==> config.mk <==
export PLATFORM = sky130hd
export DESIGN_NAME = dmem_responder
export DESIGN_NICKNAME = d
export VERILOG_FILES = /design/src/rtl/dmem_responder.sv
export SDC_FILE = /design/constraint.sdc
export NUM_CORES = 2
export LEC_CHECK = 0
export BUFFER_PORTS_ARGS = -buffer_cell sky130_fd_sc_hd__buf_2
export CAP_MARGIN = 20
export CORE_UTILIZATION = 34
export CTS_BUF_LIST = sky130_fd_sc_hd__clkbuf_8 sky130_fd_sc_hd__clkbuf_16
export CTS_CLUSTER_SIZE = 14
export DETAILED_ROUTE_END_ITERATION = 7
export PLACE_DENSITY = 0.45
export SYNTH_ARGS = -nofsm -noshare
export SYNTH_HDL_FRONTEND = slang
export SYNTH_SLANG_ARGS = --single-unit
==> constraint.sdc <==
create_clock -name clk -period 11.13 [get_ports clk]
set_input_delay 1.6695 -clock clk [delete_from_list [all_inputs] [get_ports clk]]
set_output_delay 1.6695 -clock clk [all_outputs]
set_load 0.01 [all_outputs]
==> src/rtl/dmem_responder.sv <==
// Data-memory responder: byte/half/word loads and stores over valid/ready handshakes,
// with misaligned accesses split into two word transactions on a byte-enable RAM.
module dmem_responder #(
  parameter int unsigned ADDR_W    = 7,
  parameter bit          INIT_ZERO = 1'b1
) (
  input  logic        clk,
  input  logic        rst,
  input  logic        req_valid,
  output logic        req_ready,
  input  logic        req_we,
  input  logic [1:0]  req_size,
  input  logic        req_sign,
  input  logic [31:0] req_addr,
  input  logic [31:0] req_wdata,
  output logic        resp_valid,
  input  logic        resp_ready,
  output logic [31:0] resp_rdata,
  output logic        resp_err
);

  localparam int unsigned Depth    = 2 ** ADDR_W;
  localparam logic [31:0] InitWord = INIT_ZERO ? 32'h0000_0000 : 32'hxxxx_xxxx;

  localparam logic [1:0] SizeWord = 2'b00;
  localparam logic [1:0] SizeHalf = 2'b01;
  localparam logic [1:0] SizeByte = 2'b10;

  typedef enum logic [2:0] {
    StIdle,
    StAcc0,
    StAcc1,
    StDone,
    StResp
  } state_e;

  state_e state_q, state_d;

  // Request decode, evaluated on the live request fields at acceptance.
  logic [1:0]        off_in;
  logic [ADDR_W-1:0] w0_in;
  logic              cross_in;
  logic              err_in;
  logic              accept;

  assign off_in = req_addr[1:0];
  assign w0_in  = req_addr[ADDR_W+1:2];

  always_comb begin
    cross_in = ((req_size == SizeWord) && (off_in != 2'd0)) ||
               ((req_size == SizeHalf) && (off_in == 2'd3));
    err_in   = (req_size == 2'b11) ||
               ((req_addr >> (ADDR_W + 2)) != 32'd0) ||
               (cross_in && (w0_in == {ADDR_W{1'b1}}));
  end

  assign req_ready  = (state_q == StIdle) && !rst;
  assign accept     = req_valid && req_ready;
  assign resp_valid = (state_q == StResp);

  // Latched request.
  logic              we_q;
  logic [1:0]        size_q;
  logic              sign_q;
  logic [1:0]        off_q;
  logic [ADDR_W-1:0] w0_q;
  logic              cross_q;
  logic [31:0]       wdata_q;

  always_ff @(posedge clk) begin
    if (accept) begin
      we_q    <= req_we;
      size_q  <= req_size;
      sign_q  <= req_sign;
      off_q   <= off_in;
      w0_q    <= w0_in;
      cross_q <= cross_in;
      wdata_q <= req_wdata;
    end
  end

  // Store data and byte enables as a 64-bit two-word window starting at w0.
  logic [3:0]  size_mask;
  logic [7:0]  lane_mask;
  logic [63:0] lane_data;

  always_comb begin
    size_mask = 4'b0001;
    case (size_q)
      SizeWord: size_mask = 4'b1111;
      SizeHalf: size_mask = 4'b0011;
      SizeByte: size_mask = 4'b0001;
      default:  size_mask = 4'b0001;
    endcase
    lane_mask = {4'b0000, size_mask} << off_q;
    lane_data = {32'h0, wdata_q} << {off_q, 3'b000};
  end

  // RAM port control.
  logic [ADDR_W-1:0] ram_addr;
  logic              ram_we;
  logic              ram_wr;
  logic              ram_re;
  logic [3:0]        ram_be;
  logic [31:0]       ram_wdata;
  logic [31:0]       ram_rdata;

  always_comb begin
    ram_addr  = w0_q;
    ram_we    = 1'b0;
    ram_re    = 1'b0;
    ram_be    = 4'b0000;
    ram_wdata = lane_data[31:0];
    case (state_q)
      StAcc0: begin
        ram_we = we_q;
        ram_re = !we_q;
        ram_be = lane_mask[3:0];
      end
      StAcc1: begin
        ram_addr  = w0_q + ADDR_W'(1);
        ram_we    = we_q;
        ram_re    = !we_q;
        ram_be    = lane_mask[7:4];
        ram_wdata = lane_data[63:32];
      end
      default: begin
      end
    endcase
  end

  // Reset on the same edge suppresses the write, so an aborted split store keeps only its
  // first half.
  assign ram_wr = ram_we && !rst;

  logic [31:0] mem [Depth] = '{default: InitWord};

  always_ff @(posedge clk) begin
    if (ram_wr) begin
      for (int b = 0; b < 4; b++) begin
        if (ram_be[b]) begin
          mem[ram_addr][8*b +: 8] <= ram_wdata[8*b +: 8];
        end
      end
    end
    if (ram_re) begin
      ram_rdata <= mem[ram_addr];
    end
  end

  // Holds the first word of a split load while the second word is read.
  logic [31:0] rbuf_q;

  always_ff @(posedge clk) begin
    if ((state_q == StAcc1) && !we_q) begin
      rbuf_q <= ram_rdata;
    end
  end

  // Load assembly: align the addressed bytes to bit 0 then extend.
  logic [63:0] combined;
  logic [31:0] shifted;
  logic [31:0] load_val;

  always_comb begin
    combined = cross_q ? {ram_rdata, rbuf_q} : {32'h0, ram_rdata};
    shifted  = 32'(combined >> {off_q, 3'b000});
    load_val = shifted;
    case (size_q)
      SizeWord: load_val = shifted;
      SizeHalf: load_val = {{16{sign_q & shifted[15]}}, shifted[15:0]};
      default:  load_val = {{24{sign_q & shifted[7]}}, shifted[7:0]};
    endcase
  end

  // FSM next state.
  always_comb begin
    state_d = state_q;
    case (state_q)
      StIdle: begin
        if (accept) begin
          state_d = err_in ? StResp : StAcc0;
        end
      end
      StAcc0: state_d = cross_q ? StAcc1 : StDone;
      StAcc1: state_d = StDone;
      StDone: state_d = StResp;
      StResp: begin
        if (resp_ready) begin
          state_d = StIdle;
        end
      end
      default: state_d = StIdle;
    endcase
  end

  logic [31:0] resp_rdata_q;
  logic        resp_err_q;

  always_ff @(posedge clk) begin
    if (rst) begin
      state_q      <= StIdle;
      resp_rdata_q <= 32'h0;
      resp_err_q   <= 1'b0;
    end else begin
      state_q <= state_d;
      if (accept && err_in) begin
        resp_rdata_q <= 32'h0;
        resp_err_q   <= 1'b1;
      end
      if (state_q == StDone) begin
        resp_rdata_q <= we_q ? 32'h0 : load_val;
        resp_err_q   <= 1'b0;
      end
    end
  end

  assign resp_rdata = resp_rdata_q;
  assign resp_err   = resp_err_q;

endmodule
==> results.py <==
metrics = {
    "outcome": {
        "status": "finished with violations",
        "violations": "design-rule violations",
    },
    "yosys": {
        "ys_async_sr_fraction_pct": 0,
        "avgSynthCellArea_um2": 14.87,
        "synth_seq_cells": 4242,
        "ys_types": 78,
        "yosysWarnings": 0,
        "synth_fp_nets": 11050,
        "synth_area_mm2": 0.1633,
        "yosysSeqAreaShare_pct": 77.81,
        "synthFlopType": "edfxtp_1",
        "synth_edf_count": 4206,
        "synth_top_area_cell": "edfxtp_1",
        "synth_top_area_share_pct": 77.37,
        "ys_top_cells_by_area": "edfxtp_1 (77%), nand2_1 (4.9%), a21oi_1 (2.9%)",
        "synthCells": 10980,
    },
    "power": {
        "peakVddDrop_mv": 0.1320,
        "p_leak_nw": 59.13,
        "power_density_mw_per_mm2": 181.2,
    },
    "timing": {
        "hold_violations": 0,
        "finalWorstSetupSlack_ns": 4.531,
        "finalMaxSlewViolations": 0,
        "fmax_mhz": 151.5,
        "final-setup-viol-count": 0,
        "fin_crit_sh_pct": 59.29,
        "worstMarginPinSlew_ns": 1.255,
        "rsz0062_at_grt": "false",
        "finClkSkew_ns": 0.1091,
        "setup_tns_ns": 0,
        "period_minus_slack_ns": 6.599,
        "slew_headroom_pct": 15.58,
    },
    "place": {
        "dpl_worst_slack_ns": 4.638,
        "dp_hpwl_um": 338900,
        "port_buffers": 106,
        "place_congestion": 0.8217,
    },
    "global_route": {
        "grt_use_total_pct": 22.77,
        "grt_pass1_wl_um": 785400,
        "grt_pass1_vias": 97860,
        "grt_overflow_total": 0,
        "grt_antenna_before_repair": 47,
        "grt_start_max_net_pins": 154,
    },
    "clocking": {
        "cts_sinks": 4242,
        "cts-root-buf": "clkbuf_16",
        "post_cts_buffers": 0,
        "clk_latency_ns": 1.05,
        "numCtsBuffers": 448,
        "ctsHtreeMaxLevel": 5,
        "cts_hold_buf": 0,
        "clk_path_buf_depth": 4,
        "cts_tree": "built",
        "cts-resized-gates": 0,
        "clk_pin_slew_worst_paths_ns": 0.06,
    },
    "worst_setup_path": {
        "reg2reg_slack_ns": 4.53,
        "end_kind": "flop",
        "worstSetupStartpointType": "flop",
        "criticalPathCategory": "flop to flop",
        "cp.required_ns": 11.92,
        "path_max_fanout": 122,
        "cp-startpoint": "w0_q[1]",
        "reg2regPathDepth": 11,
        "r2r-start": "w0_q[1]",
        "crit_arrival_ns": 7.39,
        "timing.rr.end": "ram_rdata[23]",
        "crit_path_end": "ram_rdata[23]",
    },
    "floorplanning": {
        "start_util_pct": 34.13,
        "core-area_mm2": 0.4783,
        "design.die.area_mm2": 0.4829,
        "die_height_um": 694.9,
        "ios": 107,
        "num_rows": 254,
        "fp.dieW_um": 694.9,
    },
    "cells_and_area": {
        "syn_to_final_growth_pct": 14.37,
        "fin_nets": 11180,
        "drive_above_1_share_pct": 11.69,
    },
    "routing": {
        "drc": 97,
        "wl_um": 566200,
        "avgViaCountPerCell": 5.643,
        "drt_iter0_drc": 12240,
        "vias": 101100,
        "wl_per_cell_um": 31.60,
        "drtPass1Iterations": 8,
        "drtAntennaViolNets": 0,
    },
    "worst_hold_path": {
        "hp-class": "flop to flop",
    },
    "flow_run": {
        "maxCapViolCount": 0,
    },
}
## how the worst min path moves through the flow
stage | to | cells past startpoint | slack (ns) | startpoint
5_1_grt | resp_rdata[23] | 2 | 0.48 | resp_rdata[23]
4_1_cts | resp_rdata[26] | 2 | 0.45 | resp_rdata[26]
6_report | resp_rdata[8] | 2 | 0.45 | resp_rdata[8]
3_3_place_gp | resp_rdata[10] | 2 | 0.44 | resp_rdata[10]
2_1_floorplan | rbuf_q[24] | 0 | 0.43 | ram_rdata[24]
3_5_place_dp | resp_rdata[26] | 2 | 0.45 | resp_rdata[26]
## critical path, stage by stage, from the launching register on
cell and delay, ns:
edfxtp_1 0.88, ha_1 0.48, and4bb_2 0.41, xor2_4 0.39, buf_4 0.49, and2_4 0.79
buf_4 0.65, buf_12 0.62, a221oi_1 0.28, nand3_1 0.25, a41oi_1 0.44, nor4_1 0.46
## state kept, by name (all words and copies together), names as in the netlist
name,cells
resp_err,1
cross_q,1
size_q,2
ram_rdata,32
wdata_q,32
resp_rdata,32
state_q,3
w0_q,7
sign_q,1
off_q,2
we_q,1
mem,4096
rbuf_q,32
## cell usage in the layout (no fill, tap or decap), types with 131 or more instances in the layout
master and count:
a22oi_1 203, nand3_1 255, mux2i_1 150, a221oi_1 426, nand2_1 2118, a31oi_1 183
nor2_1 501, clkbuf_16 453, buf_2 131, edfxtp_1 4206, a21oi_1 944, a222oi_1 252
buf_4 312
## through the flow
stage | hold WS (ns) | area [um2] | cells | utilization, % | total power [mW]
detailed placement | 0.4472 | 172300 | 17040 | 36.02 | 19.58
global route | 0.4767 | 186600 | 17880 | 39.02 | 34.68
global placement | 0.4387 | 172000 | 17010 | 35.96 | 19.57
floorplan | 0.4257 | 163300 | 10980 | - | 18.82
finish | 0.4504 | 186700 | 17920 | 39.04 | 33.83
CTS | 0.4533 | 186500 | 17860 | 38.99 | 34.05
## cells in the mapped netlist (all sizes together), types with 28 or more instances
library cell     n
nand4           65
nand2         2138
mux2            89
and3            28
a21oi          946
a211oi          67
nor2           528
edfxtp        4206
nor3           114
nor4           109
a22oi          203
a222oi         252
a31oi          185
a41oi           85
o211ai          61
dfxtp           36
clkbuf         556
o21ai           73
buf            241
a221oi         427
mux2i          151
nand3          260
## cell type report
cell class                      count  area (um2)
Tap cell                         6400        8008
Clock inverter                    359        2768
Inverter                            6       22.52
Multi-Input combinational cell   5936       33770
Sequential cell                  4242      127000
Timing Repair Buffer              474        3583
Fill cell                       44330      291600
Antenna cell                       37       92.59
Clock buffer                      461       11450
## routing by layer
metal / up-vias / global-route usage (%) / part of all wire, %
li1: 43140 / - / -
met1: 53060 / 31.51 / 42
met2: 4175 / 36.45 / 47
met3: 724 / 4.475 / 7.9
met4: 4 / 6.538 / 2.9
met5: - / 0 / 0.0055
## report_power, final
group / internal [mW] / switching, mW / total, mW
Combinational: 0.325 / 1.26 / 1.58
Sequential: 17.6 / 0.0106 / 17.7
Clock: 8.15 / 6.44 / 14.6
Total: 26.1 / 7.71 / 33.8
## logic make-up (layout without fill, tap and decap cells)
| family | count (synthesis) | after routing | share of synthesized area, % |
|---|---|---|---|
| simple gates | 3315 | 3315 | 8.415 |
| fa+ha+maj | 1 | 1 | 0.007663 |
| other cells | 0 | 37 | 0 |
| buf+inv | 803 | 1300 | 2.039 |
| mux | 248 | 248 | 1.650 |
| xor+xnor | 11 | 11 | 0.08892 |
| flops | 4242 | 4242 | 77.81 |
| compound gates | 2361 | 2361 | 9.992 |
Note: power is estimated with default switching activity, not from simulation.
